<file path="config.mk">
export PLATFORM = sky130hd
export DESIGN_NAME = frame_irq_controller
export DESIGN_NICKNAME = d
export VERILOG_FILES = /design/src/rtl/game_ctrl_pkg.sv /design/src/rtl/frame_irq_controller_jump_conditioner.sv /design/src/rtl/frame_irq_controller.sv
export SDC_FILE = /design/constraint.sdc
export NUM_CORES = 1
export LEC_CHECK = 0
export BUFFER_PORTS_ARGS = -buffer_cell sky130_fd_sc_hd__buf_2
export CAP_MARGIN = 20
export CELL_PAD_IN_SITES_DETAIL_PLACEMENT = 0
export CELL_PAD_IN_SITES_GLOBAL_PLACEMENT = 1
export CORE_ASPECT_RATIO = 0.6
export CORE_MARGIN = 3
export CORE_UTILIZATION = 39
export DETAILED_ROUTE_END_ITERATION = 8
export GPL_TIMING_DRIVEN = 0
export PLACE_DENSITY = 0.73
export SYNTH_ARGS = -nofsm -noshare
export SYNTH_HDL_FRONTEND = slang
export SYNTH_SLANG_ARGS = --single-unit
</file>
<file path="constraint.sdc">
create_clock -name clock -period 5.24 [get_ports clock]
set_input_delay 1.048 -clock clock [delete_from_list [all_inputs] [get_ports clock]]
set_output_delay 1.048 -clock clock [all_outputs]
set_load 0.01 [all_outputs]
</file>
<file path="src/rtl/game_ctrl_pkg.sv">
// Shared types and constants for the frame interrupt controller.
// Holds the controller FSM state encoding and the bit positions inside irq_cause.
package game_ctrl_pkg;

  typedef enum logic [1:0] {
    ST_IDLE = 2'd0,
    ST_REQ  = 2'd1,
    ST_RUN  = 2'd2
  } state_t;

  localparam int CAUSE_FRAME = 0;
  localparam int CAUSE_JUMP  = 1;
  localparam int CAUSE_W     = 2;

endpackage

</file>
<file path="src/rtl/frame_irq_controller_jump_conditioner.sv">
// Conditions the raw jump button: two-flop synchronizer, optional debounce
// (enabled by defining JUMP_DEBOUNCE_EN), and a one-cycle rising-edge pulse.
module jump_conditioner #(
  parameter int DEBOUNCE_CYCLES = 1000000
) (
  input  logic clock,
  input  logic reset,
  input  logic jump,
  output logic jump_rise
);

  logic sync_1;
  logic sync_2;
  logic level;
  logic level_q;

  // Bring the asynchronous button into the clock domain
  always_ff @(posedge clock) begin
    if (reset) begin
      sync_1 <= 1'b0;
      sync_2 <= 1'b0;
    end else begin
      sync_1 <= jump;
      sync_2 <= sync_1;
    end
  end

`ifdef JUMP_DEBOUNCE_EN
  localparam int DB_W = (DEBOUNCE_CYCLES > 1) ? $clog2(DEBOUNCE_CYCLES) : 1;

  logic [DB_W-1:0] db_cnt;
  logic            db_level;

  // Accept a new level only after the synced input differed for DEBOUNCE_CYCLES cycles in a row
  always_ff @(posedge clock) begin
    if (reset) begin
      db_cnt   <= '0;
      db_level <= 1'b0;
    end else if (sync_2 == db_level) begin
      db_cnt <= '0;
    end else if (db_cnt == DB_W'(DEBOUNCE_CYCLES - 1)) begin
      db_level <= sync_2;
      db_cnt   <= '0;
    end else begin
      db_cnt <= db_cnt + 1'b1;
    end
  end

  assign level = db_level;
`else
  assign level = sync_2;
`endif

  // Remember the previous conditioned level so a rising edge can be detected
  always_ff @(posedge clock) begin
    if (reset) begin
      level_q <= 1'b0;
    end else begin
      level_q <= level;
    end
  end

  assign jump_rise = level & ~level_q;

endmodule

</file>
<file path="src/rtl/frame_irq_controller.sv">
// Per-frame game loop sequencer: divides the clock into frame ticks, collects
// jump presses and runs the IRQ / ack / frame_done handshake with the CPU.
// Optional jump debounce is selected with the JUMP_DEBOUNCE_EN macro.
module frame_irq_controller
  import game_ctrl_pkg::*;
#(
  parameter int SYS_FREQ        = 100000000,
  parameter int FRAME_RATE      = 60,
  parameter int DEBOUNCE_CYCLES = 1000000,
  parameter int FCNT_W          = 16
) (
  input  logic               clock,
  input  logic               reset,
  input  logic               jump,
  output logic               irq,
  output logic [CAUSE_W-1:0] irq_cause,
  input  logic               irq_ack,
  input  logic               frame_done,
  output logic [FCNT_W-1:0]  frame_count,
  output logic               overrun,
  input  logic               overrun_clr
);

  localparam int PERIOD = SYS_FREQ / FRAME_RATE;
  localparam int CNT_W  = (PERIOD > 1) ? $clog2(PERIOD) : 1;

  logic [CNT_W-1:0]   tick_cnt;
  logic               tick;
  logic               jump_rise;
  logic               tick_pend;
  logic               jump_pend;
  logic               ack_taken;
  logic               clr_tick;
  logic               clr_jump;
  logic [CAUSE_W-1:0] new_cause;
  state_t             state;

  jump_conditioner #(
    .DEBOUNCE_CYCLES(DEBOUNCE_CYCLES)
  ) u_jump_conditioner (
    .clock    (clock),
    .reset    (reset),
    .jump     (jump),
    .jump_rise(jump_rise)
  );

  assign tick      = (tick_cnt == CNT_W'(PERIOD - 1));
  assign ack_taken = (state == ST_REQ) && irq_ack;
  assign clr_tick  = ack_taken && irq_cause[CAUSE_FRAME];
  assign clr_jump  = ack_taken && irq_cause[CAUSE_JUMP];

  // Snapshot of the pending events that the next request will report
  always_comb begin
    new_cause              = '0;
    new_cause[CAUSE_FRAME] = tick_pend;
    new_cause[CAUSE_JUMP]  = jump_pend;
  end

  // Free-running frame divider, tick on the last count of each period
  always_ff @(posedge clock) begin
    if (reset) begin
      tick_cnt <= '0;
    end else if (tick) begin
      tick_cnt <= '0;
    end else begin
      tick_cnt <= tick_cnt + 1'b1;
    end
  end

  // Pending flags: a fresh event beats the ack clear; a second tick flags overrun
  always_ff @(posedge clock) begin
    if (reset) begin
      tick_pend <= 1'b0;
      jump_pend <= 1'b0;
      overrun   <= 1'b0;
    end else begin
      if (tick) begin
        tick_pend <= 1'b1;
      end else if (clr_tick) begin
        tick_pend <= 1'b0;
      end
      if (jump_rise) begin
        jump_pend <= 1'b1;
      end else if (clr_jump) begin
        jump_pend <= 1'b0;
      end
      if (tick && tick_pend) begin
        overrun <= 1'b1;
      end else if (overrun_clr) begin
        overrun <= 1'b0;
      end
    end
  end

  // Handshake FSM with registered irq, irq_cause and frame counter
  always_ff @(posedge clock) begin
    if (reset) begin
      state       <= ST_IDLE;
      irq         <= 1'b0;
      irq_cause   <= '0;
      frame_count <= '0;
    end else begin
      case (state)
        ST_IDLE: begin
          if (tick_pend || jump_pend) begin
            state     <= ST_REQ;
            irq       <= 1'b1;
            irq_cause <= new_cause;
          end
        end
        ST_REQ: begin
          if (irq_ack) begin
            state     <= ST_RUN;
            irq       <= 1'b0;
            irq_cause <= '0;
            if (irq_cause[CAUSE_FRAME]) begin
              frame_count <= frame_count + 1'b1;
            end
          end
        end
        ST_RUN: begin
          if (frame_done) begin
            state <= ST_IDLE;
          end
        end
        default: begin
          state     <= ST_IDLE;
          irq       <= 1'b0;
          irq_cause <= '0;
        end
      endcase
    end
  end

endmodule

</file>
==> results.ini <==
[cts]
post-cts-setup-buffer-count=0
cts_tree=done
clk_latency_ns=0.30
cts_sinks=48
holdBufCountCts=0
cts_resized=0
cts_made_buffers=5
htreeDepth=2
clk_pin_slew_worst_paths_ns=0.09
cts_buffer_depth=2
cts_root_buf=clkbuf_8

[worst_setup_path]
startpoint=irq_ack
reg2reg_to=tick_cnt[16]
crit_arrival_ns=2.53
r2r_slack_ns=3.23
required_ns=5.47
setup.worst_path.class=input port to flop
reg2reg_from=tick_cnt[0]
cp_max_fo=9
crit_path_end=frame_count[15]
cp-start-kind=input port
rr_worst_depth=6
end_kind=flop

[die]
placeableCoreArea_sq_mm=0.005280
fp-row-count=20
ios=26
fp.dieArea_sq_mm=0.006648
die_w_microns=103.3
start_util_pct=41.94
die_y_microns=64.37

[hold_path]
hold_path_class=flop to flop
hold_start=u_jump_conditioner.sync_1

[synthesis]
synth_edf_count=0
async_reset_ff_share_pct=0
yosys-top-cells-area=dfxtp_1 (43%), xnor2_1 (6.3%), nor2_1 (5.3%), nand3_1 (4.1%), or3_1 (3.7%)
syn_area_sq_mm=0.002215
ys_seq_elements=48
synth_nets=261
yosysSeqAreaShare_pct=43.39
yosysWarnings=0
synthCells=252
avgSynthCellArea_sq_um=8.788
synth_ff_type=dfxtp_1
synth_top_area_cell=dfxtp_1
synth_top_area_share_pct=43.39
synth.distinct_cells=41

[sta]
slew_headroom_pct=64.68
setup_violations=0
fmax_mhz=435.0
fin_setup_tns_ns=0
setup_ws_ns=2.941
period_minus_slack_ns=2.299
finalHoldViolCount=0
tightest_slew_ns=0.5299
rsz0062_at_grt=false
finalCritPeriodShare_pct=43.87
finalMaxSlewViolations=0
fin_skew_ns=0.009745

[global_routing]
grt_max_degree=15
grt_use_total_pct=15.85
grt_first_pass_wirelength_mm=8.300
antenna_found_initial=0
overflow=0
grt_pass1_vias=1635

[layout]
antennaDiodeCount=0
final_util_pct=47.89
fillCellCount=511
synthToLayoutAreaGrowth_pct=14.18
fin_nets=293
multi_input_area_sq_mm=0.001169
register_area_sq_um=960.9
drive_above_1_share_pct=17.89

[pwr]
max-vdd-ir-drop_mv=0.1151
p_leak_nw=0.8802
power_density_mw_per_mm2=249.9

[routing]
wire_per_inst_microns=13.14
drtAntennaViolNets=0
first_pass_iters=4
routed_via_density=4.978
wl_mm=4.755
dr.first_iter.drc_count=87
remaining_drc_errors=0
dr_total_vias=1802

[placement]
dpl.hpwl_mm=3.471
gp_congestion=0.7800
post-place-ws_ns=2.637
port_buffers=25

[status]
status=finished clean

[run]
max-cap-violations=0

==> sequential cells by signal, summed over array words and instances (netlist names) <==
name	count
frame_count	16
irq	1
irq_cause	2
jump_pend	1
overrun	1
state	2
tick_cnt	21
tick_pend	1
u_jump_conditioner.level	1
u_jump_conditioner.level_q	1
u_jump_conditioner.sync_1	1
==> final cells by class <==
type / instances / area share, %
Clock buffer: 6 / 3.266
Inverter: 11 / 1.633
Buffer: 9 / 1.732
Tap cell: 77 / 3.810
Multi-Input combinational cell: 184 / 46.21
Clock inverter: 2 / 0.3958
Sequential cell: 48 / 38.00
Timing Repair Buffer: 25 / 4.948
==> Yosys cell counts, drive strengths merged, types with 2 or more instances <==
| cell | number |
|---|---|
| a21oi | 18 |
| and4 | 4 |
| buf | 4 |
| clkbuf | 5 |
| dfxtp | 48 |
| ha | 3 |
| inv | 11 |
| nand2 | 12 |
| nand3 | 18 |
| nand3b | 2 |
| nand4 | 12 |
| nand4b | 2 |
| nor2 | 31 |
| nor2b | 4 |
| nor3 | 4 |
| nor4 | 9 |
| o211ai | 2 |
| o21ai | 14 |
| or3 | 13 |
| or4 | 2 |
| xnor2 | 16 |
| xor2 | 6 |
==> where the power goes <==
part / total [mW] / switching, mW / internal (mW) / leakage (nW)
clock network: 0.230 / 0.125 / 0.106 / 0.0510
registers: 0.375 / 0.00561 / 0.369 / 0.388
logic: 0.0266 / 0.0165 / 0.0101 / 0.441
==> per-layer routing <==
metal,global-route usage [%],part of all wire [%],vias to the layer above
met1,26.38,61,798
met3,4.471,5.0,2
met5,0,0,-
met4,3.877,0.29,0
li1,-,-,968
met2,18.93,34,34
==> worst min path at each step <==
stage	endpoint	slack, ns	cells past startpoint
5_1_grt	u_jump_conditioner.level	0.48	1
3_5_place_dp	irq	0.45	2
2_1_floorplan	u_jump_conditioner.level	0.41	1
3_3_place_gp	u_jump_conditioner.level	0.44	1
4_1_cts	u_jump_conditioner.level	0.46	1
6_report	u_jump_conditioner.level	0.46	1
==> metrics by stage <==
stage | std cells | power, mW | area (sq um) | hold slack, ns
5_1_grt | 362 | 0.6625 | 2529 | 0.4759
3_3_place_gp | 354 | 0.4107 | 2436 | 0.4388
6_report | 362 | 0.6319 | 2529 | 0.4556
2_1_floorplan | 252 | 0.4008 | 2215 | 0.4138
4_1_cts | 362 | 0.6400 | 2529 | 0.4616
3_5_place_dp | 354 | 0.4105 | 2436 | 0.4475
==> placed cells by master (no fill, tap or decap), drive strengths merged, types with 12 or more instances in the layout <==
master,count
a21oi,18
o21ai,14
nand4,12
nand2,12
buf,29
xnor2,16
nand3,18
dfxtp,48
or3,13
nor2,31
==> cell families (layout without fill, tap and decap cells) <==
| family | after synthesis | after routing | share of synthesized area, % |
|---|---|---|---|
| multiplexers | 1 | 1 | 0.4520 |
| adder cells (fa/ha/maj) | 3 | 3 | 1.695 |
| AO/OA/AOI/OAI | 39 | 39 | 11.13 |
| XOR/XNOR | 22 | 22 | 8.700 |
| flip-flops | 48 | 48 | 43.39 |
| buffers and inverters | 20 | 53 | 3.842 |
| AND/OR/NAND/NOR | 119 | 119 | 30.79 |
==> critical path: stages <==
cell	delay [ns]
buf_2	0.16
nand4b_2	0.28
or3_1	0.53
or3_1	0.38
a21oi_1	0.14
No activity file was read; power rests on OpenSTA's default activity.
